==> config.mk <==
export PLATFORM = sky130hd
export DESIGN_NAME = ras
export DESIGN_NICKNAME = d
export VERILOG_FILES = /design/src/rtl/ras.sv
export SDC_FILE = /design/constraint.sdc
export NUM_CORES = 1
export LEC_CHECK = 0
export BUFFER_PORTS_ARGS = -buffer_cell sky130_fd_sc_hd__buf_2
export CAP_MARGIN = 25
export CORE_MARGIN = 4
export CORE_UTILIZATION = 50
export DETAILED_ROUTE_END_ITERATION = 8
export PLACE_DENSITY = 0.72
export REMOVE_ABC_BUFFERS = 1
export SLEW_MARGIN = 5
export SYNTH_ARGS = -nofsm -noshare
export SYNTH_HDL_FRONTEND = slang
export SYNTH_SLANG_ARGS = --single-unit
==> constraint.sdc <==
create_clock -name clk -period 3.4 [get_ports clk]
set_input_delay 0.34 -clock clk [delete_from_list [all_inputs] [get_ports clk]]
set_output_delay 0.34 -clock clk [all_outputs]
set_load 0.1 [all_outputs]
==> src/rtl/ras.sv <==
// Return address stack: circular buffer with saturating occupancy and checkpoint recovery.
// Optional RAS_RECOVER_TOP_EN: recovery also rewrites the checkpointed top entry.
module ras #(
   parameter int DEPTH = 8,
   parameter int PTR_W = $clog2(DEPTH)
) (
   input  logic             clk,
   input  logic             rst,
   input  logic             push_i,
   input  logic [29:0]      push_pc_i,
   input  logic             pop_i,
   input  logic             recover_i,
   input  logic [PTR_W-1:0] recover_ptr_i,
   input  logic [PTR_W:0]   recover_cnt_i,
   input  logic [29:0]      recover_top_i,
   output logic [29:0]      top_o,
   output logic             valid_o,
   output logic [PTR_W-1:0] ptr_o,
   output logic [PTR_W:0]   cnt_o
);

   localparam logic [PTR_W:0] FULL = (PTR_W+1)'(DEPTH);

   logic [29:0]      mem_q [DEPTH];
   logic [PTR_W-1:0] ptr_q, ptr_d;
   logic [PTR_W:0]   cnt_q, cnt_d;
   logic             wr_en;
   logic [PTR_W-1:0] wr_addr;
   logic [29:0]      wr_data;

   always_comb begin
      ptr_d   = ptr_q;
      cnt_d   = cnt_q;
      wr_en   = 1'b0;
      wr_addr = ptr_q;
      wr_data = push_pc_i;
      if (recover_i) begin
         ptr_d = recover_ptr_i;
         cnt_d = (recover_cnt_i > FULL) ? FULL : recover_cnt_i;
`ifdef RAS_RECOVER_TOP_EN
         wr_en   = 1'b1;
         wr_addr = recover_ptr_i;
         wr_data = recover_top_i;
`endif
      end else if (push_i && pop_i && cnt_q != '0) begin
         // tail call: replace the top in place
         wr_en = 1'b1;
      end else if (push_i) begin
         wr_en   = 1'b1;
         wr_addr = ptr_q + 1'b1;
         ptr_d   = ptr_q + 1'b1;
         if (cnt_q != FULL) cnt_d = cnt_q + 1'b1;
      end else if (pop_i && cnt_q != '0) begin
         ptr_d = ptr_q - 1'b1;
         cnt_d = cnt_q - 1'b1;
      end
   end

`ifndef RAS_RECOVER_TOP_EN
   logic unused_top;
   assign unused_top = ^recover_top_i;
`endif

   always_ff @(posedge clk) begin
      if (rst) begin
         ptr_q <= '0;
         cnt_q <= '0;
      end else begin
         ptr_q <= ptr_d;
         cnt_q <= cnt_d;
         if (wr_en) mem_q[wr_addr] <= wr_data;
      end
   end

   assign top_o   = (cnt_q == '0) ? '0 : mem_q[ptr_q];
   assign valid_o = (cnt_q != '0);
   assign ptr_o   = ptr_q;
   assign cnt_o   = cnt_q;

endmodule

==> results.rst, run 1 <==
.. list-table::
   :header-rows: 1

   * - Metric
     - Value
   * - Power per unit of standard cell area
     - 638 nW/um2
   * - Maximum clock frequency
     - about 0.34 GHz
   * - Maximum vdd ir drop
     - 387 uV
   * - Worst-case clock buffer depth
     - 3
   * - Slack of the critical path
     - 0.446 ns
   * - Layout overhead on the synthesized area
     - 17.3%
   * - Transition at the pin with the smallest max-transition slack
     - around 0.74 ns
   * - Total congestion overflow
     - 0
   * - Count of TritonRoute iterations in the first routing pass
     - 7
   * - RR Endpoint
     - mem_q[1][8]
   * - Final Wtd Congestion
     - 0.776
   * - Post-Route Hold Slack
     - just under 0.1 ns
   * - All-Layer GR Usage
     - 18.0%
   * - CTS Buf Count
     - 25
   * - Highest net fanout along the worst path
     - 17
   * - Origin of the critical flop-to-flop path
     - cnt_o[1]
   * - P_int
     - about 5.4 mW
   * - Die H
     - 149 um
   * - Initial antenna violation count
     - 1
   * - Wire length of the first global-routing pass
     - roughly 30000 um
   * - Sequential Power Share
     - 47.0%
   * - Die footprint
     - 22100 um2
   * - Antenna cell count
     - 0
   * - Post-layout power
     - 7.41 mW
   * - Most used flip-flop cell after synthesis
     - edfxtp_1
   * - CTS tree
     - done
   * - Vias per cell
     - between 5 and 6
   * - Clock H-tree levels
     - 1
   * - Place WS
     - 0.583 ns
   * - Share of the yosys chip area belonging to registers
     - 74.8%
   * - Mapped Area
     - 9900 um2
   * - Post-Layout Inst Area
     - 11600 um2
   * - Cell count after synthesis
     - 489
   * - Area of the placeable core
     - 19500 um2
   * - Psw
     - 2.04 mW
   * - CTS hold repair buffers
     - 0
   * - Most frequent cell after synthesis
     - edfxtp_1
   * - # resized after CTS
     - 0
   * - Share of total power in combinational logic
     - 16.0%
   * - Number of buffers added on ports
     - 79
   * - Critical path start-end classification
     - register to primary output
   * - Synth area leader
     - edfxtp_1
   * - Hold Crit Start
     - push_pc_i[10]
   * - Cell count after placement
     - about 830
   * - Leakage dissipation
     - 3.84 nW
   * - Post-CTS Setup Inserts
     - 0
   * - #FFs+latches synth
     - 250
   * - Avg Inst Size Synth
     - slightly above 20 um2
   * - Synth cell count leaders
     - edfxtp_1, mux4_2, nor2_1, mux2i_1, clkbuf_1
   * - Worst max-slew margin expressed relative to the limit
     - 50.5%
   * - Initial DRC count
     - between 300 and 400
   * - Post-detailed-placement cell area
     - 10800 um2
   * - Final period util
     - 86.9%
   * - Share of Yosys cell area claimed by the top area cell type
     - between 70% and 80%
   * - Maximum number of pins on one net before global-route repair
     - 31
   * - Clock slew seen by the registers of the worst setup and hold paths
     - 0.06 ns
   * - NumNets Final
     - 667
   * - Worst path required time
     - 3.06 ns
   * - Crit path arrival time
     - 2.61 ns
   * - Vias in the first global route
     - 5208
   * - RSZ-0062 raised after global routing
     - no
   * - Number of nets still failing antenna checks after routing
     - 0
   * - Total number of vias
     - 4953
   * - Count of cells along the worst hold path
     - 1
   * - Drc violations
     - 0
   * - Initial Util
     - 50.9%
   * - Routed WL
     - 19300 um
   * - Number of flops mapped to enable cells by yosys
     - 240
   * - Routed WL per cell
     - 22.2 um
   * - Clock power share
     - 37.0%
   * - Clock period minus final worst setup slack
     - 2.95 ns
   * - Final Non-Filler Cells
     - 871
   * - Net switching fraction of the power
     - 27.5%
   * - Clock Skews
     - around 0.013 ns
   * - Cell types with the largest area share after synthesis
     - edfxtp_1, mux4_2, mux2i_1
   * - Synthesis Warnings
     - 0
   * - CTS root buf
     - clkbuf_16
   * - Status
     - complete, no violations
   * - Critical path startpoint category
     - register
   * - Crit path capture type
     - primary output
   * - Max_cap viols
     - 0
   * - R2r worst-path depth
     - 5
   * - Final-report max-slew violation count
     - 0
   * - Async SR Flop Fraction
     - 0%
   * - Hold Vio Cnt, Final
     - 0
   * - Reg2Reg Setup Slack
     - 0.60 ns
   * - Number of placement rows
     - 51
   * - Min-Delay Endpoint
     - mem_q[3][10]
   * - Yosys cell types
     - 40
   * - Clk sink count
     - 250
   * - Worst hold path class
     - input pin to register
   * - Layout cell share with drive strength beyond 1
     - 35.3%
   * - HPWL reported at the end of detailed placement
     - 11300 um
   * - Clk_lat worst skew
     - 0.51 ns
   * - Io pins
     - 110
   * - Final setup viols
     - 0
   * - X dimension of the die
     - 149 um
-- state kept, by name, indices dropped and copies added (netlist names), named ones only --
name / cells
cnt_o: 4
ptr_o: 3
mem_q: 240
-- layout make-up --
cell class,count,area [um2]
multi-input combinational,204,2420
clock buffer,26,629
fill,1397,7840
timing repair buffer,97,581
sequential,250,7410
clock inverter,19,204
inverter,10,37.5
tap,265,332
-- per-layer routing --
layer / up-vias / global-route usage (%) / routed length, um
met5: - / 0 / 7
met4: 2 / 3.65 / 277
met3: 25 / 3.32 / 1200
met2: 152 / 30.4 / 9930
met1: 2572 / 24.9 / 7930
li1: 2202 / - / -
-- cells in the final DEF, fill, tap and decap left out, drive strengths merged, types with 2 or more instances in the layout --
| master | netlist | routed |
|---|---|---|
| nor3 | 6 | 6 |
| bufinv | 0 | 4 |
| dfxtp | 10 | 10 |
| nand3 | 2 | 2 |
| inv | 10 | 10 |
| o41ai | 2 | 2 |
| clkbuf | 17 | 26 |
| nor2b | 3 | 3 |
| nor2 | 40 | 40 |
| nand2b | 4 | 4 |
| edfxtp | 240 | 240 |
| ha | 6 | 6 |
| mux2i | 32 | 32 |
| mux4 | 60 | 60 |
| xnor2 | 2 | 2 |
| a32oi | 3 | 3 |
| buf | 8 | 97 |
| o21ai | 4 | 4 |
| clkinvlp | 0 | 3 |
| o41a | 2 | 2 |
| nor4 | 3 | 3 |
| nand2 | 7 | 7 |
| a21oi | 11 | 11 |
| clkinv | 0 | 12 |
-- worst max-delay path, stage by stage, from the launching register on --
cell and delay [ns]:
dfxtp_1 0.41, or3_1 0.48, nor2_4 0.45, buf_4 0.34, nor2_1 0.11, buf_2 0.30
-- through the flow --
stage	setup TNS [ns]	utilization, %
after floorplan	-79.75	-
after global placement	0	55.4
after detailed placement	0	55.4
after CTS	0	59.7
after global routing	0	59.7
final	0	59.7
-- kinds of logic after synthesis --
family,count (synthesis),share of synthesized area [%]
muxes,92,16.9
AOI/OAI and AO/OA,32,2.51
DFF,250,74.8
and+or+nand+nor,70,3.17
adders and majority gates,7,0.960
xor gates and xnor gates,3,0.265
buffers and inverters,35,1.40
-- power groups by stage --
stage	Clock, mW	Combinational, mW	Sequential (mW)
2_1_floorplan	0	0.842	3.63
4_1_cts	2.81	1.20	3.48
6_report	2.74	1.18	3.48
3_5_place_dp	0	1.19	3.55
3_3_place_gp	0	1.17	3.55
5_1_grt	2.94	1.24	3.49
-- how the worst max path moves through the flow --
stage                         from           end  slack (ns)  cells past startpoint
after floorplan           register      top_o[0]       -1.37                      3
after global placement    cnt_o[1]   mem_q[1][8]        0.63                      5
after detailed placement  cnt_o[1]  mem_q[2][25]        0.58                      5
after CTS                 register      top_o[4]        0.38                      5
after global routing      register      top_o[4]        0.27                      5
final                     cnt_o[1]      top_o[7]        0.45                      5
No activity file was read; power rests on OpenSTA's default activity.
==> run 2: changes to the inputs <==
--- a/config.mk
+++ b/config.mk
@@ -10,6 +10,7 @@
 export CORE_MARGIN = 4
 export CORE_UTILIZATION = 50
 export DETAILED_ROUTE_END_ITERATION = 8
+export MAX_ROUTING_LAYER = met4
 export PLACE_DENSITY = 0.72
 export REMOVE_ABC_BUFFERS = 1
 export SLEW_MARGIN = 5
==> results.rst, run 2 (synthesis gave the netlist of run 1 again) <==
.. list-table::
   :header-rows: 1

   * - Metric
     - Value
   * - Status
     - complete, no violations
   * - Clock period minus final worst setup slack
     - 2.92 ns
   * - Layout cell share with drive strength beyond 1
     - approximately a third
   * - Total congestion overflow
     - 0
   * - CTS Buf Count
     - 25
   * - Critical path start-end classification
     - register to primary output
   * - Clock Skews
     - 0.0141 ns
   * - Place WS
     - 0.583 ns
   * - Routed WL
     - ~19000 um
   * - Drc violations
     - 0
   * - Die footprint
     - between 20000 and 25000 um2
   * - Clk_lat worst skew
     - around 0.51 ns
   * - Leakage dissipation
     - between 3 and 4 nW
   * - Worst max-slew margin expressed relative to the limit
     - 50.5%
   * - Hold Vio Cnt, Final
     - 0
   * - Total number of vias
     - 4960
   * - Initial antenna violation count
     - 1
   * - RSZ-0062 raised after global routing
     - no
   * - Stage delay of the slowest cell on the critical path
     - 0.48 ns
   * - All-Layer GR Usage
     - a little under a fifth
   * - Io pins
     - 110
   * - Final setup viols
     - 0
   * - Final-report max-slew violation count
     - 0
   * - Launch point of the worst path
     - cnt_o[1]
   * - Vias per cell
     - 5.69
   * - Maximum vdd ir drop
     - roughly 390 uV
   * - Final Wtd Congestion
     - about 0.79
   * - Master of the slowest instance on the critical path
     - or3_1
   * - Routed WL per cell
     - about 22 um
   * - Number of buffer and inverter instances along the worst setup path
     - 2
   * - Min-Delay Endpoint
     - mem_q[3][10]
   * - Power per unit of standard cell area
     - 637 nW/um2
   * - Number of nets still failing antenna checks after routing
     - 0
   * - Most frequent cells in the layout
     - edfxtp_1, buf_2, mux4_2
   * - Wire length of the first global-routing pass
     - approximately 30000 um
   * - Max_cap viols
     - 0
   * - Reg2Reg Setup Slack
     - 0.63 ns
   * - CTS root buf
     - clkbuf_16
   * - Post-detailed-placement cell area
     - 10800 um2
   * - Initial Util
     - 50.9%
   * - Layout overhead on the synthesized area
     - 17.4%
   * - Worst path depth
     - 5
   * - Top Family by Delay on Critical Path
     - simple AND/OR/NAND/NOR gates
   * - Origin of the critical flop-to-flop path
     - cnt_o[1]
   * - Count of cells along the worst hold path
     - 1
   * - Final period util
     - 86.0%
   * - CP Cell Sequence
     - or3_1 -> nor2_4 -> buf_4 -> nor2_1 -> buf_2
   * - Post-layout power
     - 7.41 mW
   * - Final Non-Filler Cells
     - 872
   * - Worst-case clock buffer depth
     - 3
   * - Clock slew seen by the registers of the worst setup and hold paths
     - around 0.060 ns
   * - Transition at the pin with the smallest max-transition slack
     - 0.742 ns
   * - Maximum number of pins on one net before global-route repair
     - 31
   * - Worst path required time
     - roughly 3.1 ns
   * - Number of buffers added on ports
     - 79
   * - Count of fill cells added during filler insertion
     - 1396
   * - Area of the placeable core
     - 19500 um2
   * - Crit path capture type
     - primary output
   * - Vias in the first global route
     - 5208
   * - Most flops, register
     - mem_q
   * - R2r worst-path depth
     - 5
   * - Clk sink count
     - 250
   * - NumNets Final
     - approximately 670
   * - Critical path startpoint category
     - register
   * - Hold Crit Start
     - push_pc_i[10]
   * - Flip-flop count of the largest register after layout
     - 240
   * - Count of TritonRoute iterations in the first routing pass
     - 4
   * - Worst hold path class
     - input pin to register
   * - CTS hold repair buffers
     - 0
   * - Cell count after placement
     - 826
   * - # resized after CTS
     - 0
   * - RR Endpoint
     - mem_q[1][8]
   * - Post-Layout Inst Area
     - 11600 um2
   * - Utilization after layout
     - around three fifths
   * - Leading cell type in the layout, fill and taps excluded
     - edfxtp_1
   * - Clock H-tree levels
     - 1
   * - X dimension of the die
     - 149 um
   * - CTS tree
     - done
   * - Post-CTS Setup Inserts
     - 0
   * - Highest net fanout along the worst path
     - 17
   * - Crit path arrival time
     - 2.58 ns
   * - Maximum clock frequency
     - 0.342 GHz
   * - Initial DRC count
     - 403
   * - Slack of the critical path
     - 0.477 ns
   * - HPWL reported at the end of detailed placement
     - 11300 um
   * - Number of placement rows
     - 51
   * - Die H
     - 149 um
-- run 2: cell type report --
type	count	area (um2)	area share, %
well taps	265	332	2.85
flip-flops and latches	250	7410	63.8
multi-input cells	204	2420	20.9
diodes	1	2.50	0.0215
repair buffers	97	581	5.00
inverters	10	37.5	0.323
clock inverters	19	204	1.75
clock buffers	26	629	5.42
-- run 2: report_power, final --
group | switching [mW] | leakage, nW | total [mW] | internal, mW
registers | 0.0593 | 2.25 | 3.48 | 3.42
clock network | 1.09 | 0.409 | 2.74 | 1.65
logic | 0.883 | 1.19 | 1.18 | 0.300
-- run 2: metal layers --
layer / vias to the layer above / GRT usage, % / wire length [um]
li1: 2205 / - / -
met1: 2563 / 25.0 / 7980
met2: 164 / 30.4 / 9820
met3: 28 / 3.23 / 1260
met4: 0 / 3.65 / 296
met5: - / - / 0
-- run 2: worst max path at each step --
| stage | endpoint |
|---|---|
| 3_5_place_dp | mem_q[2][25] |
| 3_3_place_gp | mem_q[1][8] |
| 5_1_grt | top_o[4] |
| 4_1_cts | top_o[4] |
| 6_report | top_o[7] |
| 2_1_floorplan | top_o[0] |
-- run 2: through the flow --
step	hold slack (ns)	TNS, ns
after floorplan	0.412	-79.75
after global placement	0.599	0
after detailed placement	0.614	0
after CTS	0.0770	0
after global routing	0.0946	0
final	0.101	0
